<file path="src/rtl/change_pkg.sv">
// Shared types and constants for the change dispenser: FSM state and
// coin-select encodings, coin values in nickel units, small helpers.
package change_pkg;

   typedef enum logic [2:0] {
      IDLE  = 3'd0,
      SEL   = 3'd1,
      PULSE = 3'd2,
      GAP   = 3'd3,
      DONE  = 3'd4
   } state_t;

   typedef enum logic [1:0] {
      COIN_NONE   = 2'd0,
      COIN_NICKEL = 2'd1,
      COIN_DIME   = 2'd2
   } coin_t;

   localparam int NICKEL_UNITS = 1;
   localparam int DIME_UNITS   = 2;

   function automatic int max_int(input int a, input int b);
      return (a > b) ? a : b;
   endfunction

   // Stock counters never go below zero.
   function automatic logic [7:0] sat_dec8(input logic [7:0] v);
      if (v == 8'd0) begin
         return 8'd0;
      end else begin
         return v - 8'd1;
      end
   endfunction

endpackage

</file>
<file path="src/rtl/coin_pulse_timer.sv">
// Loadable down-counter that times both the solenoid-high phase and the
// inter-coin gap. 'expire' flags the last cycle of the loaded length.
module coin_pulse_timer #(
   parameter int CNT_W = 3
) (
   input  logic             clk,
   input  logic             rst_n,
   input  logic             load,
   input  logic [CNT_W-1:0] len,
   output logic             expire
);

   logic [CNT_W-1:0] cnt_r;

   // Count down from the loaded length, resting at zero when idle
   always_ff @(posedge clk or negedge rst_n) begin
      if (!rst_n) begin
         cnt_r <= {CNT_W{1'b0}};
      end else if (load) begin
         cnt_r <= len;
      end else if (cnt_r != {CNT_W{1'b0}}) begin
         cnt_r <= cnt_r - CNT_W'(1);
      end else begin
         cnt_r <= cnt_r;
      end
   end

   assign expire = (cnt_r == CNT_W'(1));

endmodule

</file>
<file path="src/rtl/change_dispenser.sv">
// Change pay-out controller: greedy dime-then-nickel selection, one timed
// solenoid pulse per coin followed by a mandatory low gap.
// Optional feature macro: CHANGE_INVENTORY_EN adds finite coin stock with
// refill and stock-count outputs; without it stock is unlimited, err is 0.
module change_dispenser
   import change_pkg::*;
#(
   parameter int AMT_W     = 5,
   parameter int PULSE_CYC = 4,
   parameter int GAP_CYC   = 4
`ifdef CHANGE_INVENTORY_EN
   ,
   parameter int DIME_INIT   = 8,
   parameter int NICKEL_INIT = 8
`endif
) (
   input  logic             clk,
   input  logic             rst_n,
   input  logic             start,
   input  logic [AMT_W-1:0] amount,
   input  logic             abort,
   output logic             busy,
   output logic             dime_out,
   output logic             nickel_out,
   output logic             done,
   output logic [AMT_W-1:0] remaining,
   output logic             err
`ifdef CHANGE_INVENTORY_EN
   ,
   input  logic             refill,
   output logic [7:0]       dime_cnt,
   output logic [7:0]       nickel_cnt
`endif
);

   localparam int TMR_W = $clog2(max_int(PULSE_CYC, GAP_CYC) + 1);
   localparam logic [TMR_W-1:0] PULSE_LEN = TMR_W'(PULSE_CYC);
   localparam logic [TMR_W-1:0] GAP_LEN   = TMR_W'(GAP_CYC);
   localparam logic [AMT_W-1:0] DIME_AMT   = AMT_W'(DIME_UNITS);
   localparam logic [AMT_W-1:0] NICKEL_AMT = AMT_W'(NICKEL_UNITS);

   state_t           state_r, state_nx_s;
   coin_t            coin_r, coin_nx_s;
   logic [AMT_W-1:0] rem_r, rem_nx_s;
   logic             abort_r, abort_nx_s;
   logic             err_nx_s;
   logic             busy_r, done_r, dime_r, nickel_r, err_r;
   logic             tmr_load_s;
   logic [TMR_W-1:0] tmr_len_s;
   logic             tmr_expire_s;
   logic             use_dime_s, use_nickel_s;

`ifdef CHANGE_INVENTORY_EN
   logic [7:0] dime_cnt_r, dime_cnt_nx_s;
   logic [7:0] nickel_cnt_r, nickel_cnt_nx_s;

   assign use_dime_s   = (rem_r >= DIME_AMT) && (dime_cnt_r != 8'd0);
   assign use_nickel_s = (nickel_cnt_r != 8'd0);
`else
   // Unlimited stock: a nickel can always cover a non-zero remainder.
   assign use_dime_s   = (rem_r >= DIME_AMT);
   assign use_nickel_s = 1'b1;
`endif

   coin_pulse_timer #(
      .CNT_W (TMR_W)
   ) u_timer (
      .clk    (clk),
      .rst_n  (rst_n),
      .load   (tmr_load_s),
      .len    (tmr_len_s),
      .expire (tmr_expire_s)
   );

   // Next-state, coin selection, remainder and stock bookkeeping
   always_comb begin
      state_nx_s = state_r;
      coin_nx_s  = coin_r;
      rem_nx_s   = rem_r;
      abort_nx_s = abort_r;
      err_nx_s   = 1'b0;
      tmr_load_s = 1'b0;
      tmr_len_s  = PULSE_LEN;
`ifdef CHANGE_INVENTORY_EN
      dime_cnt_nx_s   = dime_cnt_r;
      nickel_cnt_nx_s = nickel_cnt_r;
`endif
      case (state_r)
         IDLE: begin
            abort_nx_s = 1'b0;
            coin_nx_s  = COIN_NONE;
            // A simultaneous abort cancels the request outright.
            if (start && !abort) begin
               rem_nx_s   = amount;
               state_nx_s = SEL;
            end else begin
               state_nx_s = IDLE;
            end
`ifdef CHANGE_INVENTORY_EN
            if (refill) begin
               dime_cnt_nx_s   = 8'(DIME_INIT);
               nickel_cnt_nx_s = 8'(NICKEL_INIT);
            end else begin
               dime_cnt_nx_s   = dime_cnt_r;
               nickel_cnt_nx_s = nickel_cnt_r;
            end
`endif
         end
         SEL: begin
            abort_nx_s = abort_r | abort;
            if (abort_r || abort || (rem_r == {AMT_W{1'b0}})) begin
               coin_nx_s  = COIN_NONE;
               state_nx_s = DONE;
            end else if (use_dime_s) begin
               coin_nx_s  = COIN_DIME;
               rem_nx_s   = rem_r - DIME_AMT;
               state_nx_s = PULSE;
               tmr_load_s = 1'b1;
               tmr_len_s  = PULSE_LEN;
`ifdef CHANGE_INVENTORY_EN
               dime_cnt_nx_s = sat_dec8(dime_cnt_r);
`endif
            end else if (use_nickel_s) begin
               coin_nx_s  = COIN_NICKEL;
               rem_nx_s   = rem_r - NICKEL_AMT;
               state_nx_s = PULSE;
               tmr_load_s = 1'b1;
               tmr_len_s  = PULSE_LEN;
`ifdef CHANGE_INVENTORY_EN
               nickel_cnt_nx_s = sat_dec8(nickel_cnt_r);
`endif
            end else begin
               // Owed money but no coin can pay it: stop and flag.
               coin_nx_s  = COIN_NONE;
               state_nx_s = DONE;
               err_nx_s   = 1'b1;
            end
         end
         PULSE: begin
            abort_nx_s = abort_r | abort;
            if (tmr_expire_s) begin
               coin_nx_s  = COIN_NONE;
               state_nx_s = GAP;
               tmr_load_s = 1'b1;
               tmr_len_s  = GAP_LEN;
            end else begin
               state_nx_s = PULSE;
            end
         end
         GAP: begin
            abort_nx_s = abort_r | abort;
            if (tmr_expire_s) begin
               state_nx_s = SEL;
            end else begin
               state_nx_s = GAP;
            end
         end
         DONE: begin
            abort_nx_s = 1'b0;
            state_nx_s = IDLE;
         end
         default: begin
            abort_nx_s = 1'b0;
            coin_nx_s  = COIN_NONE;
            state_nx_s = IDLE;
         end
      endcase
   end

   // FSM state, selected coin, remainder and sticky abort
   always_ff @(posedge clk or negedge rst_n) begin
      if (!rst_n) begin
         state_r <= IDLE;
         coin_r  <= COIN_NONE;
         rem_r   <= {AMT_W{1'b0}};
         abort_r <= 1'b0;
      end else begin
         state_r <= state_nx_s;
         coin_r  <= coin_nx_s;
         rem_r   <= rem_nx_s;
         abort_r <= abort_nx_s;
      end
   end

   // Outputs registered from the next state so they line up with it exactly
   always_ff @(posedge clk or negedge rst_n) begin
      if (!rst_n) begin
         busy_r   <= 1'b0;
         done_r   <= 1'b0;
         dime_r   <= 1'b0;
         nickel_r <= 1'b0;
         err_r    <= 1'b0;
      end else begin
         busy_r   <= (state_nx_s inside {SEL, PULSE, GAP});
         done_r   <= (state_nx_s == DONE);
         dime_r   <= (state_nx_s == PULSE) && (coin_nx_s == COIN_DIME);
         nickel_r <= (state_nx_s == PULSE) && (coin_nx_s == COIN_NICKEL);
         err_r    <= err_nx_s;
      end
   end

`ifdef CHANGE_INVENTORY_EN
   // Coin stock: INIT on reset, reduced per issued coin, reloaded by refill
   always_ff @(posedge clk or negedge rst_n) begin
      if (!rst_n) begin
         dime_cnt_r   <= 8'(DIME_INIT);
         nickel_cnt_r <= 8'(NICKEL_INIT);
      end else begin
         dime_cnt_r   <= dime_cnt_nx_s;
         nickel_cnt_r <= nickel_cnt_nx_s;
      end
   end

   assign dime_cnt   = dime_cnt_r;
   assign nickel_cnt = nickel_cnt_r;
`endif

   assign busy       = busy_r;
   assign done       = done_r;
   assign dime_out   = dime_r;
   assign nickel_out = nickel_r;
   assign remaining  = rem_r;
   assign err        = err_r;

endmodule

</file>
<file path="config.mk">
export PLATFORM = sky130hd
export DESIGN_NAME = change_dispenser
export DESIGN_NICKNAME = d
export VERILOG_FILES = /design/src/rtl/change_pkg.sv /design/src/rtl/coin_pulse_timer.sv /design/src/rtl/change_dispenser.sv
export SDC_FILE = /design/constraint.sdc
export NUM_CORES = 1
export LEC_CHECK = 0
export CAP_MARGIN = 20
export CORE_MARGIN = 5
export CORE_UTILIZATION = 52
export CTS_CLUSTER_SIZE = 24
export DETAILED_ROUTE_END_ITERATION = 8
export GPL_ROUTABILITY_DRIVEN = 0
export HOLD_SLACK_MARGIN = 0.12
export PLACE_DENSITY = 0.87
export SKIP_CTS_REPAIR_TIMING = 1
export SYNTH_ARGS = -nofsm -noshare
export SYNTH_HDL_FRONTEND = slang
export SYNTH_SLANG_ARGS = --single-unit
</file>
<file path="constraint.sdc">
create_clock -name clk -period 2.7 [get_ports clk]
set_clock_uncertainty 0.05 [all_clocks]
set_input_delay 0.54 -clock clk [delete_from_list [all_inputs] [get_ports clk]]
set_output_delay 0.54 -clock clk [all_outputs]
set_load 0.01 [all_outputs]
</file>
==> summary.md, run 1 <==
| Metric | Value |
|---|---|
| Status | `finished clean` |
| Max Freq | `474 MHz` |
| Hold_ws | `between 0.4 and 0.5 ns` |
| Post-synth EDFFs | `0` |
| Sequential fraction of the synthesis area | `40.1%` |
| Async S/R FF share, synth | `100%` |
| P per Cell Area | `roughly 1000 mW/mm2` |
| Total grt overflow | `0` |
| Power Total | `1.37 mW` |
| Top cells by area, synth | `dfrtp_1 (40%), ha_1 (7.8%), nand2_1 (4.0%)` |
| Number of port buffers | `17` |
| Critical path class | `register to register` |
| Avg Inst Size Synth | `9.28 um2` |
| Synth cell types | `42` |
| Crit. End Element | `register` |
| Post-route ant nets | `0` |
| Flops & latches, synth | `18` |
| Via density | `about 5.7` |
| Clock latency on the worst-skew pair | `between 0.2 and 0.3 ns` |
| Final setup TNS | `0 ns` |
| Pleak | `0.556 nW` |
| Commonest register cell after synthesis | `dfrtp_1` |
| Area growth syn-to-layout | `16.5%` |
| DP HPWL | `1.83 mm` |
| First-pass GRT wire length | `4.28 mm` |
| Gr usage total | `16.4%` |
| Final Hold Vio Count | `0` |
| Total wire length | `about 2.4 mm` |
| Syn Nets | `137` |
| Clock transition at path regs | `between 0.1 and 0.15 ns` |
| Top cell type's share of synthesized area | `40.1%` |
| Yosys synthesis warning count | `0` |
| Startpoint types | `register` |
| Initial Util | `56.1%` |
| Clock Tree Root | `clkbuf_4` |
| Cells after synthesis | `121` |
| Final setup viols | `0` |
| Die width | `56.5 um` |
| Fin crit period | `approximately 2.1 ns` |
| CTS tree | `done` |
| Bufs on Longest Clock Path | `2` |
| Reg2Reg Setup Slack | `0.59 ns` |
| Most common cell in the synthesized netlist | `dfrtp_1` |
| WP data required | `2.82 ns` |
| RSZ-0062 raised after global routing | `false` |
| Worst EP arrival | `2.23 ns` |
| Actual slew at the worst max-slew pin | `0.791 ns` |
| Residual DRC | `0` |
| HP Class | `register to register` |
| Leading area contributor after synthesis | `dfrtp_1` |
| Fin crit share | `78.1%` |
| Via count | `approximately 920` |
| DR pass1 iterations | `4` |
| Nets | `between 150 and 200` |
| Clk sink count | `18` |
| Max-slew violation count | `0` |
| Die Y-Extent | `between 50 and 60 um` |
| Clock share of power | `12.1%` |
| I/O pins | `19` |
| Initial detailed-routing violation count | `28` |
| Crit-path max FO | `6` |
| Worst vdd ir | `0.551 mV` |
| Share of total power in sequential cells | `38.4%` |
| Clock buffer count from CTS | `3` |
| Initial antenna violation count | `0` |
| Largest net degree at the start of global routing | `19` |
| Cell Rows | `16` |
| Switching pwr | `0.584 mW` |
| Vias in the first global route | `908` |
| Layout cells sized above 1 | `between 8 and 9%` |
| Slew margin rel. | `47.1%` |
| Core area | `0.00200 mm2` |
| Sw Ratio | `a little over two fifths` |
| P_int | `slightly below 0.8 mW` |
| Logic pwr share | `49.5%` |
| Post-DR wirelength/cell | `roughly 15 um` |
| CTS H-tree lvls | `1` |
| ANT cells | `0` |
| Post-Syn Area | `0.00112 mm2` |
| Die area | `~0.0032 mm2` |
| Max-cap viol count | `0` |
| Most frequent cells after synthesis | `dfrtp_1 (18), nand2_1 (12), nor2_1 (12)` |
[worst max-delay path: stages, from the launching register on]
cell     delay (ns)
dfrtp_1        0.46
inv_1          0.17
ha_1           0.18
or4b_1         0.55
and3_4         0.28
nand2_1        0.09
o21ai_0        0.08
nor2b_1        0.14
[cell usage in the layout, fill, tap and decap left out, drive strengths merged, types with 2 or more instances in the layout]
| cell | n |
|---|---|
| nor2 | 13 |
| o211ai | 2 |
| inv | 6 |
| o21ai | 6 |
| dfrtp | 18 |
| a21oi | 8 |
| clkdlybuf4s50 | 17 |
| a211o | 2 |
| nand2 | 13 |
| xnor2 | 2 |
| nor2b | 4 |
| ha | 7 |
| clkbuf | 4 |
| a211oi | 3 |
| nor3 | 7 |
| nand2b | 4 |
| nor3b | 2 |
| nand3 | 3 |
[final timing paths]
| check | start | to | cells after the start |
|---|---|---|---|
| worst max-delay path | remaining[1] | nickel_out | 7 |
| worst min-delay path | coin_r[0] | coin_r[0] | 2 |
| worst max register to register | remaining[1] | nickel_out | 7 |
| worst min register to register | coin_r[0] | coin_r[0] | 2 |
| max in group asynchronous | rst_n | coin_r[0] | 1 |
| min in group asynchronous | rst_n | remaining[0] | 1 |
[metal layers]
layer | global-route usage, % | share of wire (%) | wire [um]
met2 | 24.9 | 47 | 1120
met3 | 2.98 | 5.1 | 122
met1 | 23.7 | 47 | 1130
met4 | 4.07 | 1.2 | 28
met5 | 0 | 0 | 0
[logic make-up (layout without fill, tap and decap cells)]
family | Yosys count | in the layout | synth area share, %
AND/OR/NAND/NOR | 53 | 53 | 26.6
adder cells (fa/ha/maj) | 7 | 7 | 7.80
AO/OA/AOI/OAI | 28 | 28 | 16.6
XOR/XNOR | 2 | 2 | 1.56
other | 1 | 1 | 0.334
flip-flops | 18 | 18 | 40.1
buffers and inverters | 12 | 27 | 6.91
[power groups by stage]
stage	Sequential (mW)	Clock (mW)	Combinational (mW)
finish	0.525	0.165	0.677
global route	0.547	0.181	0.764
CTS	0.522	0.169	0.678
detailed placement	0.527	0	0.674
global placement	0.518	0	0.646
floorplan	0.480	0	0.515
[flip-flops by register name, summed over array words and instances, names as in the netlist]
register	cells
state_r	3
busy	1
nickel_out	1
abort_r	1
dime_out	1
remaining	5
coin_r	2
u_timer.cnt_r	3
done	1
[through the flow]
step / instances / worst slack [ns] / util [%] / cell area (um2)
floorplan: 121 / 0.714 / - / 1120
global placement: 159 / 0.411 / 63.5 / 1270
detailed placement: 159 / 0.349 / 63.5 / 1270
CTS: 163 / 0.610 / 65.3 / 1310
global route: 163 / 0.435 / 65.3 / 1310
finish: 163 / 0.591 / 65.3 / 1310
[area by class of cell]
| class | instances | area, um2 |
|---|---|---|
| sequential | 18 | 450 |
| tap | 27 | 33.8 |
| multi-input combinational | 91 | 594 |
| inverter | 6 | 22.5 |
| timing repair buffer | 17 | 170 |
| fill | 159 | 694 |
| clock buffer | 4 | 36.3 |
Power figures use the tool's default switching activity.
==> run 2, diff against run 1 <==
--- a/config.mk
+++ b/config.mk
@@ -7,12 +7,12 @@
 export LEC_CHECK = 0
 export CAP_MARGIN = 20
 export CORE_MARGIN = 5
-export CORE_UTILIZATION = 52
+export CORE_UTILIZATION = 47
 export CTS_CLUSTER_SIZE = 24
 export DETAILED_ROUTE_END_ITERATION = 8
 export GPL_ROUTABILITY_DRIVEN = 0
 export HOLD_SLACK_MARGIN = 0.12
-export PLACE_DENSITY = 0.87
+export PLACE_DENSITY = 0.84
 export SKIP_CTS_REPAIR_TIMING = 1
 export SYNTH_ARGS = -nofsm -noshare
 export SYNTH_HDL_FRONTEND = slang
==> constraint.sdc (replaced) <==
create_clock -name clk -period 1.77 [get_ports clk]
set_clock_uncertainty 0.05 [all_clocks]
set_input_delay 0.354 -clock clk [delete_from_list [all_inputs] [get_ports clk]]
set_output_delay 0.354 -clock clk [all_outputs]
set_load 0.01 [all_outputs]
==> summary.md, run 2 (synthesis results as in run 1) <==
| Metric | Value |
|---|---|
| Leading cell type in the layout, fill and taps excluded | `buf_4` |
| Largest register FFs | `5` |
| Die area | `0.00347 mm2` |
| Nets | `174` |
| Via count | `1067` |
| Clock latency on the worst-skew pair | `0.30 ns` |
| First-pass GRT wire length | `4.75 mm` |
| Post-route ant nets | `0` |
| Max Freq | `543 MHz` |
| Met2 wire len | `roughly 1.4 mm` |
| Power Total | `2.42 mW` |
| Hold_ws | `0.261 ns` |
| Crit-path max FO | `5` |
| Worst vdd ir | `0.867 mV` |
| Vias in the first global route | `approximately 1000` |
| CTS H-tree lvls | `1` |
| Setup slack after layout | `-0.0710 ns` |
| Critical path class | `register to register` |
| Area growth syn-to-layout | `35.2%` |
| I/O pins | `19` |
| Initial antenna violation count | `0` |
| Final setup TNS | `-0.258 ns` |
| Startpoint types | `register` |
| Initial detailed-routing violation count | `32` |
| Clock Tree Root | `clkbuf_4` |
| Crit path cell chain | `inv_2 -> ha_1 -> or4b_4 -> buf_4 -> nand3_2 -> nor2_1 -> o21bai_1 -> nor2b_1` |
| Max-slew violation count | `0` |
| Layout cells sized above 1 | `approximately 28%` |
| Most frequent cells in the layout | `buf_4 (21), dfrtp_1 (15), nor2_1 (12), nand2_1 (12), clkdlybuf4s50_1 (12)` |
| Fin crit share | `104%` |
| Initial Util | `49.8%` |
| Failing checks | `negative setup slack` |
| Die width | `58.9 um` |
| Uppermost layer routed | `met4` |
| Core area | `0.00225 mm2` |
| Bufs on Longest Clock Path | `2` |
| CP max stage cell | `or4b_4` |
| Finished Layout Cells | `185` |
| Via density | `5.77` |
| Gr usage total | `17.7%` |
| Pleak | `approximately 0.71 nW` |
| ANT cells | `0` |
| P per Cell Area | `1600 mW/mm2` |
| Status | `complete, but fails checks` |
| Post-DR wirelength/cell | `around 16 um` |
| Final Hold Vio Count | `0` |
| Clk sink count | `18` |
| Die Y-Extent | `just under 60 um` |
| CTS tree | `done` |
| DP HPWL | `2.20 mm` |
| Max-cap viol count | `0` |
| HP Class | `input port to asynchronous set/reset pin` |
| Fin crit period | `1.84 ns` |
| Number of port buffers | `17` |
| Total grt overflow | `0` |
| Worst EP arrival | `1.99 ns` |
| Met1 WL | `1.20 mm` |
| Placed cells | `180` |
| Crit. End Element | `register` |
| Final core utilization | `67.3%` |
| Reg2Reg Setup Slack | `-0.07 ns` |
| DR pass1 iterations | `4` |
| WP data required | `1.92 ns` |
| Final setup viols | `6` |
| Residual DRC | `0` |
| Largest net degree at the start of global routing | `12` |
| Metal3 WL | `184 um` |
| Clock buffer count from CTS | `3` |
| Total wire length | `between 2 and 3 mm` |
| Cell Rows | `17` |
| Clock transition at path regs | `0.11 ns` |
| CP peak stage delay | `0.49 ns` |
| RSZ-0062 raised after global routing | `true` |
-- run 2: stage by stage --
stage / area (um2) / setup WS [ns]
final: 1520 / -0.0710
after global routing: 1520 / -0.135
after CTS: 1470 / -0.0938
after detailed placement: 1430 / -0.362
after global placement: 1430 / -0.314
after floorplan: 1130 / -0.147
-- run 2: area by class of cell --
type                    count  area (um2)
inverters                   6        22.5
multi-input cells          91         629
well taps                  28        35.0
fillers                   164         737
repair buffers             38         340
clock buffers               4        36.3
flip-flops and latches     18         454
-- run 2: worst paths after layout --
kind	from	endpoint	cells after the start
max in group asynchronous	rst_n	remaining[2]	2
worst min-delay path	rst_n	state_r[0]	1
worst min register to register	coin_r[0]	coin_r[0]	2
worst max-delay path	remaining[1]	nickel_out	8
min in group clk	coin_r[0]	coin_r[0]	2
worst max register to register	remaining[1]	nickel_out	8
-- run 2: critical path, delay by kind of cell (launching register included) --
kind            cells  cell delay (ns)
buf+inv             2             0.23
fa+ha+maj           1             0.12
flops               1             0.43
simple gates        4             0.68
compound gates      1             0.21
-- run 2: metal layers --
layer / up-vias / track usage, %
met2: 55 / 28.7
met5: - / 0
met1: 514 / 23.0
met4: 0 / 7.77
met3: 8 / 2.85
li1: 490 / -
-- run 2: report_power, final --
part / total, mW / internal [mW] / switching, mW
sequential: 0.688 / 0.580 / 0.108
combinational: 1.47 / 0.695 / 0.775
clock: 0.263 / 0.126 / 0.138
